## config.mk

```make
export PLATFORM = sky130hd
export DESIGN_NAME = dram_burst_ctrl
export DESIGN_NICKNAME = d
export VERILOG_FILES = /design/src/rtl/dram_burst_ctrl.sv
export SDC_FILE = /design/constraint.sdc
export NUM_CORES = 2
export LEC_CHECK = 0
export BUFFER_PORTS_ARGS = -buffer_cell sky130_fd_sc_hd__clkbuf_2
export CORE_AREA = 2 2 342 344
export CTS_CLUSTER_DIAMETER = 40
export DETAILED_ROUTE_END_ITERATION = 10
export DIE_AREA = 0 0 344 346
export PLACE_DENSITY = 0.6
export SLEW_MARGIN = 20
export SYNTH_ARGS = -nofsm -noshare
export SYNTH_HDL_FRONTEND = slang
export SYNTH_SLANG_ARGS = --single-unit
```

## constraint.sdc

```tcl
create_clock -name clk -period 4.98 [get_ports clk]
set_clock_uncertainty 0.1 [all_clocks]
set_input_delay 1.245 -clock clk [delete_from_list [all_inputs] [get_ports clk]]
set_output_delay 1.245 -clock clk [all_outputs]
set_load 0.02 [all_outputs]
```

## src/rtl/dram_burst_ctrl.sv

```systemverilog
// Burst front-end: splits a byte-addressed client burst into 8-lane DRAM beats,
// paces write turnaround and read latency, and returns read beats under valid/ready.
//
// state   | meaning
// --------+-----------------------------------------------------------
// IDLE    | waiting for a request, req_ready high
// ISSUE   | drive one beat onto the DRAM lanes (write waits for wr_valid)
// WAIT_RD | read issued, waiting for dram_valid or timeout
// WAIT_WR | write issued, waiting out DRAM turnaround
// RESP    | read beat presented to client until accepted
// DONE    | one-cycle done (and err on timeout) pulse
module dram_burst_ctrl #(
   parameter int WR_TURNAROUND = 22,
   parameter int RD_TIMEOUT    = 64,
   parameter int LEN_W         = 16
) (
   input  logic             clk,
   input  logic             reset,
   input  logic             req_valid,
   output logic             req_ready,
   input  logic             req_rdwr,
   input  logic [63:0]      req_addr,
   input  logic [LEN_W-1:0] req_len,
   input  logic             wr_valid,
   output logic             wr_ready,
   input  logic [63:0]      wr_data,
   output logic             rsp_valid,
   input  logic             rsp_ready,
   output logic [63:0]      rsp_data,
   output logic [7:0]       rsp_keep,
   output logic             rsp_last,
   output logic             done,
   output logic             err,
   output logic [7:0]       dram_en,
   output logic             dram_rdwr,
   output logic [63:0]      dram_data_in,
   output logic [511:0]     dram_addr,
   input  logic [63:0]      dram_data_out,
   input  logic [7:0]       dram_valid
);

   localparam logic [2:0] S_IDLE    = 3'd0;
   localparam logic [2:0] S_ISSUE   = 3'd1;
   localparam logic [2:0] S_WAIT_RD = 3'd2;
   localparam logic [2:0] S_WAIT_WR = 3'd3;
   localparam logic [2:0] S_RESP    = 3'd4;
   localparam logic [2:0] S_DONE    = 3'd5;

   localparam int TMR_MAX = (WR_TURNAROUND > RD_TIMEOUT) ? WR_TURNAROUND : RD_TIMEOUT;
   localparam int TMR_W   = $clog2(TMR_MAX + 1);
   // Timers are loaded in the issue cycle and expire at zero, so load N-2.
   localparam logic [TMR_W-1:0] WR_LOAD = TMR_W'(WR_TURNAROUND - 2);
   localparam logic [TMR_W-1:0] RD_LOAD = TMR_W'(RD_TIMEOUT - 2);

   logic [2:0]       state;
   logic             live_q;
   logic             rdwr_q;
   logic             err_q;
   logic [63:0]      beat_addr;
   logic [LEN_W-1:0] remaining;
   logic [TMR_W-1:0] timer;
   logic             rdwr_hold;
   logic [63:0]      data_hold;
   logic [511:0]     addr_hold;

   logic [7:0]       mask;
   logic [511:0]     lane_addr;
   logic [LEN_W-1:0] beat_n;
   logic             last_beat;
   logic             issue;

   always_comb begin
      mask      = '0;
      lane_addr = '0;
      for (int i = 0; i < 8; i++) begin
         mask[i] = remaining > LEN_W'(i);
         lane_addr[64*i +: 64] = mask[i] ? beat_addr + 64'(i) : 64'h0;
      end
      last_beat = remaining <= LEN_W'(8);
      beat_n    = last_beat ? remaining : LEN_W'(8);
   end

   assign issue        = (state == S_ISSUE) && (rdwr_q || wr_valid);
   assign req_ready    = (state == S_IDLE) && live_q;
   assign wr_ready     = (state == S_ISSUE) && !rdwr_q;
   assign rsp_valid    = (state == S_RESP);
   assign rsp_last     = (state == S_RESP) && last_beat;
   assign done         = (state == S_DONE);
   assign err          = (state == S_DONE) && err_q;
   assign dram_en      = issue ? mask : 8'h0;
   assign dram_rdwr    = issue ? rdwr_q : rdwr_hold;
   assign dram_addr    = issue ? lane_addr : addr_hold;
   assign dram_data_in = (issue && !rdwr_q) ? wr_data : data_hold;

   always_ff @(posedge clk or negedge reset) begin
      if (!reset) begin
         state     <= S_IDLE;
         live_q    <= 1'b0;
         rdwr_q    <= 1'b0;
         err_q     <= 1'b0;
         beat_addr <= '0;
         remaining <= '0;
         timer     <= '0;
         rdwr_hold <= 1'b0;
         data_hold <= '0;
         addr_hold <= '0;
         rsp_data  <= '0;
         rsp_keep  <= '0;
      end else begin
         live_q <= 1'b1;
         case (state)
            S_IDLE: begin
               if (req_valid && live_q) begin
                  rdwr_q    <= req_rdwr;
                  beat_addr <= req_addr;
                  remaining <= req_len;
                  err_q     <= 1'b0;
                  state     <= (req_len == '0) ? S_DONE : S_ISSUE;
               end
            end
            S_ISSUE: begin
               if (issue) begin
                  rdwr_hold <= rdwr_q;
                  addr_hold <= lane_addr;
                  if (!rdwr_q) data_hold <= wr_data;
                  timer <= rdwr_q ? RD_LOAD : WR_LOAD;
                  state <= rdwr_q ? S_WAIT_RD : S_WAIT_WR;
               end
            end
            S_WAIT_RD: begin
               if (dram_valid != 8'h0) begin
                  rsp_data <= dram_data_out;
                  rsp_keep <= mask;
                  state    <= S_RESP;
               end else if (timer == '0) begin
                  err_q <= 1'b1;
                  state <= S_DONE;
               end else begin
                  timer <= timer - 1'b1;
               end
            end
            S_WAIT_WR: begin
               if (timer == '0) begin
                  beat_addr <= beat_addr + 64'd8;
                  remaining <= remaining - beat_n;
                  state     <= last_beat ? S_DONE : S_ISSUE;
               end else begin
                  timer <= timer - 1'b1;
               end
            end
            S_RESP: begin
               if (rsp_ready) begin
                  beat_addr <= beat_addr + 64'd8;
                  remaining <= remaining - beat_n;
                  state     <= last_beat ? S_DONE : S_ISSUE;
               end
            end
            S_DONE:  state <= S_IDLE;
            default: state <= S_IDLE;
         endcase
      end
   end

endmodule
```

## After elaboration in Yosys (flattened, before gate mapping)

Index checks and enable logic that the tools add are counted.

| storage, ports and cells | value |
|---|---|
| register bits | 742 |

| cells by class | value |
|---|---|
| add/subtract/negate cells | 10 |
| magnitude comparators | 9 |
| eq/ne operators | 12 |
| mux-type cells | 40 |
| bitwise logic cells | 1 |
| reductions and logical operators | 23 |

Operator list:

| operator | count |
|---|---|
| 64-bit two-way mux | 12 |
| 512-bit two-way mux | 1 |
| 64-bit by 3-bit adder with 64-bit output, second input constant | 4 |
| 64-bit one-hot mux with 3 select lines | 1 |
| 64-bit by 2-bit adder with 64-bit output, second input constant | 2 |
| 64-bit by 1-bit adder with 64-bit output, second input constant | 1 |
| 64-bit by 4-bit adder with 64-bit output, second input constant | 1 |
| 16-bit by 3-bit greater-than comparator with 1-bit output, second input constant | 4 |
| 16-bit two-way mux | 4 |
| 16-bit one-hot mux with 3 select lines | 1 |
| 16-bit by 1-bit greater-than comparator with 1-bit output, second input constant | 2 |
| 16-bit by 2-bit greater-than comparator with 1-bit output, second input constant | 2 |
| 3-bit two-way mux | 8 |
| 7-bit two-way mux | 3 |
| 7-bit one-hot mux with 3 select lines | 1 |
| 16-bit by 4-bit <= comparator with 1-bit output, second input constant | 1 |
| 16-bit zero test | 1 |
| 16-bit subtractor | 1 |
| 3-bit one-hot mux with 5 select lines | 1 |
| 8-bit two-way mux | 1 |
| 2-bit != test, second input constant | 4 |
| 4-bit AND reduction | 2 |
| 8-bit nonzero test | 1 |
| 1-bit logical AND | 7 |
| 19 further kinds | 29 |

## Depth between registers and ports, before layout

| depth | value |
|---|---|
| depth in word-level cells | 5 |
| mapped depth | 13 |
| gate-level depth less buffers | 11 |

## Least setup slack after synthesis

No wires, ideal clock.

| timing path | value |
|---|---|
| path kind | input to output |
| start point | input port wr_valid |
| end point | output port dram_addr[233] |
| data arrival time | 3095 ps |
| data required time | 3635 ps |
| setup slack | 540 ps |
| cell stages on the path | 8 |
| path through | nor2_1 nor3_1 clkbuf_1 nand2_2 buf_2 inv_1 o31ai_1 o21ai_0 |

| on the way | value |
|---|---|
| cells in the longest elaborated chain, start to end | 3 |

Ends and longest elaborated chain:

| element | RTL line | text |
|---|---|---|
| from (decl) | 24 | `input logic wr_valid,` |
| 1-bit logical OR | 83 | `assign issue = (state == S_ISSUE) && (rdwr_q \|\| wr_valid);` |
| 1-bit logical AND | 83 |  |
| 512-bit two-way mux | n/a |  |
| to (decl) | 37 | `output logic [511:0] dram_addr,` |

Every way passes these cells.

## Final worst setup path

| timing path | value |
|---|---|
| start point | register beat_addr[4] |
| end point | output port dram_addr[314] |

| on the way | value |
|---|---|
| cells in the longest elaborated chain, start to end | 3 |

Ends and longest elaborated chain:

| element | RTL line | text |
|---|---|---|
| from (decl) | 59 | `logic [63:0] beat_addr;` |
| from (signal assigned) | 115 | `beat_addr <= req_addr;` |
| from (signal assigned) | 144 | `beat_addr <= beat_addr + 64'd8;` |
| from (signal assigned) | 153 | `beat_addr <= beat_addr + 64'd8;` |
| 64-bit by 3-bit adder with 64-bit output | 77 | `lane_addr[64*i +: 64] = mask[i] ? beat_addr + 64'(i) : 64'h0;` |
| 64-bit two-way mux | 77 |  |
| 512-bit two-way mux | n/a |  |

Every way passes these cells.

==> results.json <==
{
  "status": "complete, no violations",
  "dpl_cell_area_sq_um": 48600,
  "overflow": 0,
  "firstDrtPassIters": 8,
  "worstPathArrival_ns": 3.61,
  "synth_area_per_cell_sq_um": 8.96,
  "yosys.area.top_type": "dfrtp_1",
  "crit_top_cell": "buf_4",
  "htree_levels": 4,
  "layout-drive-gt1-share_pct": 34.5,
  "critical_path_class": "register to primary output",
  "ys_warn_count": 0,
  "cts_tree": "done",
  "leakage_nw": 24.0,
  "worstPathRequired_ns": 3.63,
  "slowest_stage": "dfrtp_1",
  "synth_most_common_cell": "o21ai_0",
  "initial_core_util_pct": 34.9,
  "yosys-top-cells-area": "dfrtp_1 (46%), o21ai_0 (11%), xnor2_1 (6.2%), nand2_1 (6.0%), mux2_2 (5.4%)",
  "drt-initial-drc-count": 4772,
  "rsz0062_at_grt": "yes",
  "cpPeakStageDelay_ns": 0.35,
  "io_pins": 885,
  "drtAntennaViolNets": 0,
  "gp_congestion": 1.02,
  "synth_cell_types": 76,
  "crit_family": "buffers and inverters",
  "yosysSeqAreaShare_pct": 46.1,
  "synth_edf_count": 0,
  "dp.cells": 6887,
  "first_global_vias": 39400,
  "vias_per_cell": 5.78,
  "synth_common_cells": "o21ai_0 (846), dfrtp_1 (742), nand2_1 (646)",
  "slew_headroom_pct": 28.4,
  "ir_worst_vdd_mv": 0.515,
  "antenna_found_initial": 36,
  "fin_area_sq_um": 54700,
  "finalHoldViolCount": 0,
  "whs_ns": 0.365,
  "cts.reportedPaths.clkPinSlew_ns": 0.05,
  "gr-usage-all-layers_pct": 35.7,
  "worstMarginPinSlew_ns": 1.07,
  "finalNonFillerCells": 7212,
  "path_cells": "buf_4 > nand3_2 > buf_4 > nor4_1 > buf_4 > nand2_2 > nor2_1 > xnor2_1 > o21ai_0 > clkbuf_4",
  "startpoint_type": "register",
  "die_w_um": 344,
  "drcViolationCount": 0,
  "finalSetupViolCount": 0,
  "ctsLongestPathBuffers": 3,
  "path_buf_inv": 4,
  "ff2ff_setup_slack_ns": 1.35,
  "clock_sinks": 742,
  "hold_path_class": "register to register",
  "finalCritPeriodShare_pct": 99.5,
  "num_rows": 125,
  "netlist_area_sq_um": 40300,
  "hpwlAfterDp_mm": 160,
  "wirelength_mm": 218,
  "vias": 41700,
  "synth_top_area_share_pct": 46.1,
  "cp-end-kind": "primary output",
  "netlist_instances": 4497,
  "grt_pass1_wl_mm": 301,
  "drv_cap": 0,
  "finalSetupTns_ns": 0,
  "hold_buffers": 0,
  "clk_latency_ns": 0.76,
  "portBuffers": 884,
  "synth_flop_cell": "dfrtp_1",
  "coreArea_sq_um": 115000,
  "cts_buffers": 146,
  "die_area_sq_um": 119000,
  "ys_ff_latch": 742,
  "fin_crit_ns": 4.95,
  "fmax_mhz": 202,
  "slew_violations": 0,
  "finalNetCount": 5788,
  "area_delta_synth_final_pct": 35.9,
  "root_buffer": "clkbuf_16",
  "worstPathMaxFanout": 17,
  "die_y_um": 346,
  "wl_per_cell_um": 30.3,
  "grt_max_degree": 103,
  "powerDensity_nw_per_um2": 897,
  "async_flop_share_pct": 100
}
## power breakdown
group / total [mW] / switching [mW] / internal [mW]
Clock: 10.3 / 3.73 / 6.54
Sequential: 10.5 / 1.61 / 8.93
Combinational: 28.3 / 19.1 / 9.14
Total: 49.1 / 24.5 / 24.6
## metal layers
layer | up-vias | global-route usage (%) | routed length [um]
li1 | 17900 | - | -
met1 | 20700 | 43.6 | 81200
met2 | 2470 | 55.1 | 97900
met3 | 655 | 11.0 | 23600
met4 | 34 | 21.2 | 15400
met5 | - | 0 | 205
## kinds of logic (layout without fill, tap and decap cells)
logic type      Yosys count  after routing  share of synthesized area (%)
simple gates           1381           1382                           15.2
compound gates         1313           1313                           19.2
flops                   742            742                           46.1
buf+inv                 432           1604                           4.52
xor+xnor                420            420                           9.13
mux                     195            195                           5.44
fa+ha+maj                13             13                          0.404
other cells               1             19                        0.00931
## final timing paths
| path | end | cells past startpoint | startpoint |
|---|---|---|---|
| setup reg to reg | beat_addr[27]$_DFFE_PN0P_ | 9 | timer[0]$_DFFE_PN0P_ |
| hold reg to reg | addr_hold[66]$_DFFE_PN0N_ | 2 | addr_hold[66]$_DFFE_PN0N_ |
| setup / recovery | dram_addr[314] | 10 | beat_addr[4]$_DFFE_PN0P_ |
| max in group asynchronous | rsp_data[40]$_DFFE_PN0P_ | 2 | reset |
| hold / removal | addr_hold[66]$_DFFE_PN0N_ | 2 | addr_hold[66]$_DFFE_PN0N_ |
| min in group asynchronous | addr_hold[163]$_DFFE_PN0N_ | 1 | reset |
## final cells by class
class,instances,area [sq um]
fillers,11200,60700
multi-input cells,3325,20500
flip-flops and latches,742,18600
repair buffers,1310,8480
clock buffers,180,4020
well taps,1524,1910
clock inverters,86,1100
inverters,28,105
diodes,17,42.5
## metrics by stage
stage / setup slack (ns) / util (%) / total power, mW
3_3_place_gp: 0.0204 / 42.1 / 37.3
2_1_floorplan: 0.540 / - / 26.0
4_1_cts: -0.0245 / 47.1 / 48.8
3_5_place_dp: 0.0588 / 42.1 / 37.6
5_1_grt: -0.0271 / 47.4 / 51.2
6_report: 0.0252 / 47.4 / 49.1
## tightest hold or removal path: cells and delay by family (launching register included)
kind            cells  cell delay (ns)
simple gates        1             0.05
compound gates      1             0.06
flops               1             0.31
## what timing repair did
action	in CTS	in global routing
gates resized for setup	116	80
cloned	7	1
buffers inserted	21	14
endpoints found under the setup margin	389	161
pin swaps	10	8
## sequential cells by signal (all words and copies together), names as in the netlist, 3 cells and up
register   count
addr_hold    512
beat_addr     64
data_hold     64
remaining     16
rsp_data      64
rsp_keep       8
state          3
timer          7
## cells in the final DEF, fill, tap and decap left out, types with 22 or more instances in the layout
cell       instances
clkbuf_8          22
nor3_1           101
a21oi_1          106
o21ai_0          797
clkbuf_16        148
xnor2_1          287
nand3_1           82
buf_4            365
nor4_1            38
nand2_1          639
nand4_1           66
xor2_1           131
inv_1             24
dfrtp_2           22
a22o_1           148
o21ai_2           55
o31ai_1           41
nor2_1           285
buf_12            48
mux2_2           193
dfrtp_1          720
o21ai_1           44
clkbuf_2         875
No activity file was read; power rests on OpenSTA's default activity.
